$ cat src/rtl/bcd_adder_serial.sv
// Digit-serial N-digit BCD adder/subtractor.
// Operands are latched on i_start and processed one BCD digit per clock,
// least-significant digit first. Results hold until the next accepted start.
module bcd_adder_serial #(
  parameter int unsigned DIGITS = 4
) (
  input  logic                  clk,
  input  logic                  rst,
  input  logic                  i_start,
  input  logic                  i_sub,
  input  logic                  i_cin,
  input  logic [4*DIGITS-1:0]   i_a,
  input  logic [4*DIGITS-1:0]   i_b,
  output logic                  o_busy,
  output logic                  o_done,
  output logic [4*DIGITS-1:0]   o_sum,
  output logic                  o_cout,
  output logic                  o_error
);

  localparam int unsigned W     = 4 * DIGITS;
  localparam int unsigned CNT_W = (DIGITS > 1) ? $clog2(DIGITS) : 1;

  typedef enum logic [1:0] {
    S_IDLE = 2'd0,
    S_RUN  = 2'd1,
    S_DONE = 2'd2
  } state_t;

  state_t             r_state;
  logic [W-1:0]       r_a;
  logic [W-1:0]       r_b;
  logic               r_sub;
  logic               r_carry;
  logic [CNT_W-1:0]   r_cnt;
  logic               r_busy;
  logic               r_done;
  logic [W-1:0]       r_sum;
  logic               r_cout;
  logic               r_error;

  logic               w_bad;
  logic [3:0]         w_a_dig;
  logic [3:0]         w_b_dig;
  logic [3:0]         w_bd;
  logic [4:0]         w_s;
  logic [3:0]         w_dig;
  logic               w_carry;
  logic               w_last;

  // Flag any non-BCD digit on the live operand inputs
  always_comb begin
    w_bad = 1'b0;
    for (int i = 0; i < int'(DIGITS); i++) begin
      if ((i_a[4*i +: 4] > 4'd9) || (i_b[4*i +: 4] > 4'd9)) begin
        w_bad = 1'b1;
      end
    end
  end

  // Single-digit add with nine's-complement of B for subtraction and decimal correction
  always_comb begin
    w_a_dig = 4'd0;
    w_b_dig = 4'd0;
    for (int i = 0; i < int'(DIGITS); i++) begin
      if (r_cnt == CNT_W'(i)) begin
        w_a_dig = r_a[4*i +: 4];
        w_b_dig = r_b[4*i +: 4];
      end
    end
    w_bd = r_sub ? 4'(4'd9 - w_b_dig) : w_b_dig;
    w_s  = {1'b0, w_a_dig} + {1'b0, w_bd} + {4'd0, r_carry};
    if (w_s > 5'd9) begin
      w_dig   = 4'(w_s + 5'd6);
      w_carry = 1'b1;
    end else begin
      w_dig   = w_s[3:0];
      w_carry = 1'b0;
    end
    w_last = (r_cnt == CNT_W'(DIGITS - 1));
  end

  // Control FSM with registered outputs
  always_ff @(posedge clk or posedge rst) begin
    if (rst) begin
      r_state <= S_IDLE;
      r_a     <= '0;
      r_b     <= '0;
      r_sub   <= 1'b0;
      r_carry <= 1'b0;
      r_cnt   <= '0;
      r_busy  <= 1'b0;
      r_done  <= 1'b0;
      r_sum   <= '0;
      r_cout  <= 1'b0;
      r_error <= 1'b0;
    end else begin
      r_done <= 1'b0;
      case (r_state)
        S_IDLE: begin
          if (i_start) begin
            r_a     <= i_a;
            r_b     <= i_b;
            r_sub   <= i_sub;
            r_sum   <= '0;
            r_cout  <= 1'b0;
            r_error <= 1'b0;
            r_cnt   <= '0;
            if (w_bad) begin
              r_error <= 1'b1;
              r_state <= S_DONE;
            end else begin
              r_busy  <= 1'b1;
              r_carry <= i_sub | i_cin;
              r_state <= S_RUN;
            end
          end
        end
        S_RUN: begin
          for (int i = 0; i < int'(DIGITS); i++) begin
            if (r_cnt == CNT_W'(i)) begin
              r_sum[4*i +: 4] <= w_dig;
            end
          end
          r_carry <= w_carry;
          if (w_last) begin
            r_cout  <= w_carry;
            r_busy  <= 1'b0;
            r_state <= S_DONE;
          end else begin
            r_cnt <= r_cnt + CNT_W'(1);
          end
        end
        S_DONE: begin
          r_done  <= 1'b1;
          r_state <= S_IDLE;
        end
        default: begin
          r_state <= S_IDLE;
        end
      endcase
    end
  end

  assign o_busy  = r_busy;
  assign o_done  = r_done;
  assign o_sum   = r_sum;
  assign o_cout  = r_cout;
  assign o_error = r_error;

endmodule

$ cat config.mk
export PLATFORM = sky130hd
export DESIGN_NAME = bcd_adder_serial
export DESIGN_NICKNAME = d
export VERILOG_FILES = /design/src/rtl/bcd_adder_serial.sv
export SDC_FILE = /design/constraint.sdc
export NUM_CORES = 1
export LEC_CHECK = 0
export ABC_AREA = 0
export ABC_CLOCK_PERIOD_IN_PS = 5500
export CORE_MARGIN = 3
export CORE_UTILIZATION = 40
export DETAILED_ROUTE_END_ITERATION = 10
export PLACE_DENSITY = 0.68
export RECOVER_POWER = 50
export SLEW_MARGIN = 5
export SYNTH_ARGS = -nofsm -noshare
export SYNTH_HDL_FRONTEND = slang
export SYNTH_SLANG_ARGS = --single-unit
export TNS_END_PERCENT = 1
$ cat constraint.sdc
create_clock -name clk -period 5.5 [get_ports clk]
set_input_delay 0.55 -clock clk [delete_from_list [all_inputs] [get_ports clk]]
set_output_delay 0.55 -clock clk [all_outputs]
set_load 0.01 [all_outputs]
# After elaboration in Yosys (flattened, before gate mapping)
# Index checks and enable logic that the tools add are counted.
# op_classes
reduce_logical	16
n_mux	40
order_cmp	9
eq_ne	12
bitwise	1
n_addsub	5
# ops
op	count
$mux W4	14
$gt A4 B4 Y1 const B	8
$pmux W16 S2	1
$reduce_and A3 Y1	6
$mux W16	1
$mux W1	14
$ne A2 B2 Y1 const B	7
$mux W2	5
$pmux W2 S2	2
$eq A2 B2 Y1 const B	3
$pmux W1 S2	3
$add A4 B4 Y5	1
$add A5 B1 Y5	1
$gt A5 B4 Y1 const B	1
$add A4 B3 Y4 const B	1
$eq A2 B1 Y1 const B	2
$logic_not A2 Y1	2
$logic_or A1 B1 Y1	4
$reduce_and A2 Y1	2
$reduce_and A4 Y1	1
$sub A4 B4 Y4 const A	1
$add A2 B1 Y2 const B	1
$reduce_bool A2 Y1	1
$or A1 B1 Y1	1
# word_totals
in_bits	37
register_bits	58

# Longest topological paths before layout
# Gate-level depths: netlist of run 1.
# logic_depth
ltp_word	13
mapped_depth	20

# Worst setup path before layout of run 1
# Ideal clock, no wire load.
# synth_path
path_kind	register to register
start	register r_cnt[0]
end	register r_sum[10] (netlist: o_sum[10])
t_arrival_ns	3.665
stages_incl_launch_ff	19
required_time_ns	5.368
setup_time_ns	0.132
path_buffers	1
slack_ns	1.702
synth_period_minus_slack_ns	3.798
cell_sequence	dfrtp_1 > inv_1 > ha_1 > clkbuf_1 > nand3b_1 > a21oi_1 > a21oi_1 > o21ai_0 > xnor2_1 > fa_1 > fa_1 > xnor2_1 > inv_1 > ha_1 > nand2_1 > o21ai_1 > or3_1 > a311oi_2 > o21ai_1
# synth_via
elab_chain_cells	13
# synth_rtl
element	line	source
start, declared	35	logic [CNT_W-1:0] r_cnt;
start signal, assigned	131	r_cnt <= r_cnt + CNT_W'(1);
$logic_not A2 Y1	66	if (r_cnt == CNT_W'(i)) begin
$mux W4 (4 in series)	66	
$sub A4 B4 Y4	71	w_bd = r_sub ? 4'(4'd9 - w_b_dig) : w_b_dig;
$mux W4	71	
$add A4 B4 Y5	72	w_s = {1'b0, w_a_dig} + {1'b0, w_bd} + {4'd0, r_carry};
$add A5 B1 Y5	72	
$add A4 B3 Y4 / $gt A5 B4 Y1 (equally long branches)	74, 73	
$mux W4	73	if (w_s > 5'd9) begin
$mux W4	121	if (r_cnt == CNT_W'(i)) begin
$pmux W16 S2	99	case (r_state)
end signal, assigned by index	122	r_sum[4*i +: 4] <= w_dig;
end, declared	38	logic [W-1:0] r_sum;
# Several ways; a longest one is shown, not always the timed one. The select of a mux whose other input is x is not followed.
# A chain may end at the register's enable or synchronous reset.

# Worst setup path in the final report of run 1
# layout_path
start	register r_cnt[1]
end	register r_sum[2] (netlist: o_sum[2])
# layout_via
elab_chain_cells	13
# layout_rtl
element	line
$logic_not A2 Y1	66, 121
$mux W4 (4 in series)	66
$sub A4 B4 Y4	71
$mux W4	71
$add A4 B4 Y5	72
$add A5 B1 Y5	72
$add A4 B3 Y4 / $gt A5 B4 Y1 (equally long branches)	74, 73
$mux W4	73
$mux W4	121
$pmux W16 S2	99
# Several ways; a longest one is shown, not always the timed one. The select of a mux whose other input is x is not followed.

==> results.rst, run 1 <==
.. list-table::
   :header-rows: 1

   * - Metric
     - Value
   * - Top FF cell, synth
     - sky130_fd_sc_hd__dfrtp_1
   * - Count of boundary I/O pins
     - 57
   * - Proportion of netlist area held by the largest area contributor
     - 49.9%
   * - Pin count of the biggest net entering global routing
     - 59
   * - Via count of the first global-routing pass
     - 2381
   * - DRC Markers
     - 0
   * - Total clock buffers created by CTS
     - 9
   * - Antenna-violating nets left
     - 0
   * - Placed cells
     - 481
   * - Count of clock tree sinks
     - 58
   * - Part of the cycle the worst path needs
     - 78.6%
   * - Post-layout net count
     - 444
   * - Clock-pin slew of the registers on the worst-case setup and hold paths
     - 0.07 ns
   * - Synth area leader
     - sky130_fd_sc_hd__dfrtp_1
   * - Count of pins over their slew limit
     - 59
   * - Register-to-register path setup slack
     - 1.18 ns
   * - Commonest cells after routing, fill and taps aside
     - 122 x sky130_fd_sc_hd__nand2_1, 58 x sky130_fd_sc_hd__dfrtp_1, 47 x sky130_fd_sc_hd__clkdlybuf4s50_1
   * - Total Power
     - 1.35 mW
   * - Max Freq
     - 0.231 GHz
   * - Number of I/O port buffers
     - 56
   * - H-tree lvl count
     - 3
   * - Later-pin clock latency in the skew report
     - 0.34 ns
   * - Number of cell rows
     - 30
   * - Length of routed wiring on met1
     - 3.35 mm
   * - Part of the total power dissipated in sequential elements
     - 37.7%
   * - Last weighted congestion value of the routability-driven placer
     - 0.816
   * - Slowest stage cell on the critical path
     - sky130_fd_sc_hd__ha_1
   * - Wire length of the first global-routing pass
     - 11.5 mm
   * - Cell-by-cell trace of the critical path
     - inv_1 > ha_1 > nand3b_1 > a21oi_1 > a21oi_1 > nor2_1 > a21oi_1 > ha_1 > inv_1 > mux2i_1 > ha_1 > xnor2_1 > inv_1 > ha_1 > nand2_1 > o21ai_1 > or3_1 > a311oi_2 > o21ai_1
   * - Slowest cell delay on critical path
     - 0.49 ns
   * - CTS Buffer Depth
     - 2
   * - Area delta synth->final
     - 28.3%
   * - Synthesized netlist cell count
     - 343
   * - Post-Route Utilization
     - 54.0%
   * - Number of antenna repair diodes
     - 0
   * - Logic pwr share
     - 34.6%
   * - Setup slack at placement
     - 1.19 ns
   * - Startpoint Class
     - flip-flop
   * - Final design area excluding fillers
     - 0.00373 mm^2
   * - Buffer type at the clock tree root
     - sky130_fd_sc_hd__clkbuf_8
   * - Final Worst Setup Slack
     - 1.18 ns
   * - Share of synthesized area occupied by flip-flops and latches
     - 49.9%
   * - Total iterations of the first detailed-routing run
     - 4
   * - Total GRT Usage
     - 17.6%
   * - Endpoints failing setup
     - 0
   * - Number of warnings printed during yosys synthesis
     - 0
   * - Final cell count without fillers
     - 496
   * - P per Cell Area
     - 361 mW/mm^2
   * - Worst Path Class, Setup
     - reg2reg
   * - WP data arrival
     - 4.54 ns
   * - Total Negative Setup Slacks
     - 0 ns
   * - Combined area of all synthesized cells
     - 0.00291 mm^2
   * - Crit-path leading delay family
     - adder cells
   * - Count of cells along the worst hold path
     - 2
   * - Class of the worst hold path
     - reg2reg
   * - Outcome
     - finished, violations left
   * - Smallest hold slack
     - 0.476 ns
   * - Dominant cells by area after synthesis
     - sky130_fd_sc_hd__dfrtp_1 50%, sky130_fd_sc_hd__nand2_1 16%, sky130_fd_sc_hd__o21ai_0 5.0%, sky130_fd_sc_hd__ha_1 3.9%, sky130_fd_sc_hd__a21oi_1 3.8%
   * - Leading cell type in the layout, fill and taps excluded
     - sky130_fd_sc_hd__nand2_1
   * - Combined area of the multi-input logic cells
     - 0.00137 mm^2
   * - Met3 wire len
     - 378 um
   * - Failing checks
     - max-capacitance violations, max-slew violations
   * - Cell leakage power
     - 1.73 nW
   * - Share of post-route cells with drive strength above 1
     - 6.00%
   * - Post-CTS Resized
     - 0
   * - Worst supply voltage drop on vdd
     - 0.000149 V
   * - Number of storage elements in the synthesis netlist
     - 58
   * - GR Overflow Total
     - 0
   * - Die area
     - 0.00833 mm^2
   * - Wirelength, routed
     - 6.89 mm
   * - Endpoints failing hold
     - 0
   * - Required time reported for the critical path endpoint
     - 5.72 ns
   * - Vias after detailed routing
     - 2520
   * - Fill cell count
     - 664
   * - Endpoint of the worst hold-timing path
     - r_b[14]
   * - Crit-path max FO
     - 17
   * - Internal cell power
     - 886 uW
   * - DR iter-0 viols
     - 99
   * - Net count after synthesis
     - 391
   * - RSZ-0062 raised after global routing
     - no
   * - Worst reg2reg startpoint
     - r_cnt[1]
   * - Footprint of the flip-flops and latches
     - 0.00145 mm^2
   * - HPWL Detailed
     - 4.92 mm
   * - Number of cell instances on the worst register-to-register path
     - 19
   * - Critical R2R Capture
     - o_sum[2]
   * - Antenna violations before repair
     - 0
   * - Post-detailed-route via-to-cell ratio
     - 5.08
   * - Initial core utilization
     - 42.1%
   * - Share of synthesized flip-flops with an asynchronous set or reset
     - 100%
   * - Bufs and invs on worst path
     - 3
   * - Hold-fix buffer count after cts
     - 0
   * - Die span in x
     - 91.3 um
   * - WL met2
     - 3.03 mm
   * - Highest metal layer with signal wires
     - met4
   * - Hold path start
     - r_b[14]
   * - CTS tree
     - done
   * - Distinct cell type count after synthesis
     - 39
   * - Element type at the critical path end
     - flip-flop
   * - Slew at the pin closest to its max-slew limit
     - 3.05 ns
   * - Worst slew margin relative to its limit
     - -103%
   * - Fraction of power spent switching nets
     - 34.2%
   * - Number of synthesized flops with an enable pin
     - 0
   * - Placed cell areas
     - 0.00355 mm^2
   * - Wire per inst
     - 13.9 um
   * - Mean instance size in the synthesized netlist
     - 8.48 um^2
   * - Net switching power
     - 460 uW
   * - Final clock skew
     - 0.0106 ns
   * - Die Ht
     - 91.3 um
   * - Number of maximum-capacitance constraint violations
     - 1
   * - Core region area
     - 0.00691 mm^2
   * - Time the worst path needs with I/O delays and setup
     - 4.32 ns
   * - Library cell appearing most often on the critical path
     - sky130_fd_sc_hd__ha_1
   * - Number of buffers inserted to repair setup after CTS
     - 0
   * - Relative contribution of the clock network to total power
     - 27.7%
synth_stat cells, drive strengths merged (2+ instances only):
| cell type | count |
|---|---|
| or2 | 2 |
| ha | 9 |
| a21oi | 22 |
| nor2b | 5 |
| or3 | 2 |
| nand3b | 7 |
| clkbuf | 13 |
| nand2 | 122 |
| mux2i | 2 |
| nand3 | 14 |
| nor2 | 7 |
| dfrtp | 58 |
| a21o | 3 |
| nor3 | 4 |
| o21ai | 35 |
| fa | 2 |
| a22o | 2 |
| xnor2 | 4 |
| o21a | 2 |
| nand4 | 2 |
| inv | 9 |
| nand2b | 2 |
| buf | 3 |
registers in the layout, indices dropped and copies added (netlist names), 2 cells and up:
signal,count
o_sum,16
r_a,16
r_b,16
r_cnt,2
r_state,2
area by class of cell:
| type | count | area share [%] |
|---|---|---|
| Timing Repair Buffer | 58 | 15.3 |
| Sequential cell | 58 | 38.9 |
| Clock buffer | 13 | 4.80 |
| Clock inverter | 2 | 0.268 |
| Multi-Input combinational cell | 260 | 36.6 |
| Inverter | 9 | 0.905 |
| Tap cell | 96 | 3.22 |
metal layers:
layer,up-vias,track usage [%]
li1,1248,-
met1,1184,23.4
met2,76,26.4
met3,12,5.47
met4,0,7.54
met5,-,0
cells by family after synthesis:
kind of cell	after synthesis	synth area share (%)
AO/OA/AOI/OAI	71	14.0
XOR/XNOR	4	1.20
adder cells (fa/ha/maj)	11	5.25
buffers and inverters	25	3.27
flip-flops	58	49.9
multiplexers	2	0.688
AND/OR/NAND/NOR	172	25.7
how the worst max path moves through the flow:
stage / endpoint / cells past startpoint / slack [ns] / from
after floorplan: o_sum[10] / 18 / 1.70 / r_cnt[0]
after global placement: o_sum[14] / 17 / 1.43 / r_cnt[1]
after detailed placement: o_sum[14] / 17 / 1.19 / r_cnt[1]
after CTS: o_sum[10] / 17 / 1.16 / r_cnt[1]
after global routing: o_sum[10] / 17 / 0.77 / r_cnt[1]
final: o_sum[2] / 19 / 1.18 / r_cnt[1]
worst min-delay path, cell delays in order (launching register included):
cell                      delay (ns)
sky130_fd_sc_hd__dfrtp_1        0.34
sky130_fd_sc_hd__nand2_1        0.05
sky130_fd_sc_hd__nand2_1        0.05
power groups by stage:
| stage | Combinational (mW) | Sequential, mW | Clock [mW] |
|---|---|---|---|
| floorplan | 0.344 | 0.505 | 0 |
| global placement | 0.445 | 0.515 | 0 |
| detailed placement | 0.462 | 0.514 | 0 |
| CTS | 0.467 | 0.507 | 0.379 |
| global route | 0.518 | 0.512 | 0.402 |
| finish | 0.466 | 0.507 | 0.373 |
Power figures use the tool's default switching activity.
==> run 2: changes to the inputs <==
Settings changed: ABC_CLOCK_PERIOD_IN_PS 5500 to 4250.
Clock period 5.5 ns to 4.25 ns, I/O delays scaled along.
==> run 2 against run 1 <==
  * The flow still finishes with violations (max-capacitance violations, max-slew violations)
  * Die area is the same
  * Global-route usage up 0.11 points
  * Critical path depth shrank 2
  * Worst setup slack got worse by 0.94 ns
  * Sequential cell count is the same
  * Utilization rose by 1.1 points
  * Non-clock buffer count is 2 higher
  * First-iteration DRC count is 38% higher
  * Largest cell class unchanged
==> results.rst, run 2 (synthesis gave the netlist of run 1 again) <==
.. list-table::
   :header-rows: 1

   * - Metric
     - Value
   * - Vias after detailed routing
     - 2526 (was 2520)
   * - Element type at the critical path end
     - flip-flop (unchanged)
   * - Total GRT Usage
     - 17.7% (was 17.6%)
   * - Commonest cells after routing, fill and taps aside
     - 122 x sky130_fd_sc_hd__nand2_1, 58 x sky130_fd_sc_hd__dfrtp_1, 48 x sky130_fd_sc_hd__clkdlybuf4s50_1 (was 122 x sky130_fd_sc_hd__nand2_1, 58 x sky130_fd_sc_hd__dfrtp_1, 47 x sky130_fd_sc_hd__clkdlybuf4s50_1)
   * - HPWL Detailed
     - 5.03 mm (was 4.92 mm)
   * - Number of cell rows
     - 30 (unchanged)
   * - DR iter-0 viols
     - 137 (was 99)
   * - Final cell count without fillers
     - 499 (was 496)
   * - DRC Markers
     - 0 (unchanged)
   * - RSZ-0062 raised after global routing
     - no (unchanged)
   * - H-tree lvl count
     - 3 (unchanged)
   * - Post-layout net count
     - 446 (was 444)
   * - Crit-path max FO
     - 9 (was 17)
   * - Total iterations of the first detailed-routing run
     - 4 (unchanged)
   * - Global-route layer with the greatest usage
     - met2 (unchanged)
   * - Later-pin clock latency in the skew report
     - 0.34 ns (about the same)
   * - Startpoint Class
     - flip-flop (unchanged)
   * - Final clock skew
     - 0.00918 ns (was 0.0106 ns)
   * - Buffer type at the clock tree root
     - sky130_fd_sc_hd__clkbuf_8 (unchanged)
   * - Slew at the pin closest to its max-slew limit
     - 3.04 ns (was 3.05 ns)
   * - Die span in x
     - 91.3 um (unchanged)
   * - Worst Path Class, Setup
     - reg2reg (unchanged)
   * - Slowest stage cell on the critical path
     - sky130_fd_sc_hd__fa_1 (was sky130_fd_sc_hd__ha_1)
   * - Outcome
     - finished, violations left (unchanged)
   * - Hold-fix buffer count after cts
     - 0 (unchanged)
   * - Cell-by-cell trace of the critical path
     - inv_1 > ha_2 > nand3b_1 > a21oi_1 > a21oi_1 > o21ai_0 > xnor2_1 > fa_1 > fa_1 > xnor2_2 > inv_1 > ha_1 > nand2_1 > o21ai_1 > or3_1 > a311oi_4 > o21ai_1 (was inv_1 > ha_1 > nand3b_1 > a21oi_1 > a21oi_1 > nor2_1 > a21oi_1 > ha_1 > inv_1 > mux2i_1 > ha_1 > xnor2_1 > inv_1 > ha_1 > nand2_1 > o21ai_1 > or3_1 > a311oi_2 > o21ai_1)
   * - Number of antenna repair diodes
     - 0 (unchanged)
   * - Post-detailed-route via-to-cell ratio
     - 5.06 (was 5.08)
   * - Part of the cycle the worst path needs
     - 94.3% (was 78.6%)
   * - Number of I/O port buffers
     - 56 (unchanged)
   * - Core region area
     - 0.00691 mm^2 (unchanged)
   * - WP data arrival
     - 4.23 ns (was 4.54 ns)
   * - Pin count of the biggest net entering global routing
     - 59 (unchanged)
   * - Die area
     - 0.00833 mm^2 (unchanged)
   * - Failing checks
     - max-capacitance violations, max-slew violations (unchanged)
   * - M2 GR Usage
     - 27.3% (was 26.4%)
   * - Antenna-violating nets left
     - 0 (unchanged)
   * - GR Overflow Total
     - 0 (unchanged)
   * - Die Ht
     - 91.3 um (unchanged)
   * - Max Freq
     - 0.250 GHz (was 0.231 GHz)
   * - Count of pins over their slew limit
     - 59 (unchanged)
   * - Leading cell type in the layout, fill and taps excluded
     - sky130_fd_sc_hd__nand2_1 (unchanged)
   * - P per Cell Area
     - 486 mW/mm^2 (was 361 mW/mm^2)
   * - Grt met1 use
     - 23.3% (was 23.4%)
   * - Post-Route Utilization
     - 55.1% (was 54.0%)
   * - Worst supply voltage drop on vdd
     - 0.000170 V (was 0.000149 V)
   * - Count of boundary I/O pins
     - 57 (unchanged)
   * - Endpoints failing hold
     - 0 (unchanged)
   * - Via count of the first global-routing pass
     - 2496 (was 2381)
   * - Total clock buffers created by CTS
     - 9 (unchanged)
   * - Wire per inst
     - 13.8 um (was 13.9 um)
   * - Wire length of the first global-routing pass
     - 11.6 mm (was 11.5 mm)
   * - Slowest cell delay on critical path
     - 0.44 ns (was 0.49 ns)
   * - Antenna violations before repair
     - 0 (unchanged)
   * - Cell leakage power
     - 1.75 nW (was 1.73 nW)
   * - Share of post-route cells with drive strength above 1
     - 7.94% (was 6.00%)
   * - Area delta synth->final
     - 30.8% (was 28.3%)
   * - Class of the worst hold path
     - reg2reg (unchanged)
   * - Time the worst path needs with I/O delays and setup
     - 4.01 ns (was 4.32 ns)
   * - Count of clock tree sinks
     - 58 (unchanged)
   * - Worst slew margin relative to its limit
     - -103% (about the same)
   * - Clock-pin slew of the registers on the worst-case setup and hold paths
     - 0.07 ns (about the same)
   * - Placed cells
     - 482 (was 481)
   * - CTS tree
     - done (unchanged)
   * - Number of maximum-capacitance constraint violations
     - 1 (unchanged)
   * - CTS Buffer Depth
     - 2 (unchanged)
   * - Endpoints failing setup
     - 0 (unchanged)
   * - Required time reported for the critical path endpoint
     - 4.47 ns (was 5.72 ns)
   * - Met3 Usage GRT
     - 4.56% (was 5.47%)
   * - Last weighted congestion value of the routability-driven placer
     - 0.854 (was 0.816)
   * - Wirelength, routed
     - 6.90 mm (was 6.89 mm)
   * - Initial core utilization
     - 42.1% (unchanged)
run 2: path summary, 6_finish.rpt:
check                      slack (ns)  depth (start not counted)  startpoint          to
hold / removal                   0.47                          2     r_b[15]     r_b[15]
setup reg to reg                 0.24                         17    r_cnt[1]   o_sum[14]
max in group asynchronous        0.84                          3         rst     r_a[15]
min in group asynchronous        1.70                          3         rst  r_state[1]
hold reg to reg                  0.47                          2     r_b[15]     r_b[15]
setup / recovery                 0.24                         17    r_cnt[1]   o_sum[14]
run 2: cell type report:
class / count / area (um^2)
clock buffers: 11 / 151
clock inverters: 5 / 52.6
fillers: 648 / 3100
inverters: 9 / 33.8
multi-input cells: 260 / 1410
flip-flops and latches: 58 / 1450
well taps: 96 / 120
repair buffers: 60 / 587
run 2: stage by stage:
stage	instance area, um^2	hold slack [ns]	setup slack (ns)	total power [mW]	TNS (ns)
final	3800	0.474	0.244	1.85	0
after global routing	3800	0.498	0.0120	1.97	0
after CTS	3760	0.479	0.0505	1.79	0
after detailed placement	3550	0.464	-0.00419	1.27	-0.00572
after global placement	3550	0.462	0.216	1.24	0
after floorplan	2910	0.438	0.452	1.10	0
run 2: layer usage:
metal	up-vias	share of wire, %
li1	1260	-
met1	1177	48
met3	16	4.6
met5	-	0
met4	0	2.4
met2	73	45
run 2: critical path: cells and delay by family, from the launching register on:
| family | cells | cell delay [ns] |
|---|---|---|
| AO/OA/AOI/OAI | 6 | 0.97 |
| XOR/XNOR | 2 | 0.32 |
| adder cells (fa/ha/maj) | 4 | 1.40 |
| buffers and inverters | 2 | 0.23 |
| flip-flops | 1 | 0.43 |
| AND/OR/NAND/NOR | 3 | 0.54 |
run 2: power by group:
group	switching (mW)	internal, mW
Clock	0.218	0.299
Sequential	0.0415	0.615
Combinational	0.365	0.309
Total	0.625	1.22
run 2: what timing repair did:
item,4_1_cts,5_1_grt
endpoints found under the setup margin,3,9
gates resized for setup,1,6
setup buffers,0,1
gates cloned,0,0
pin swaps,0,1
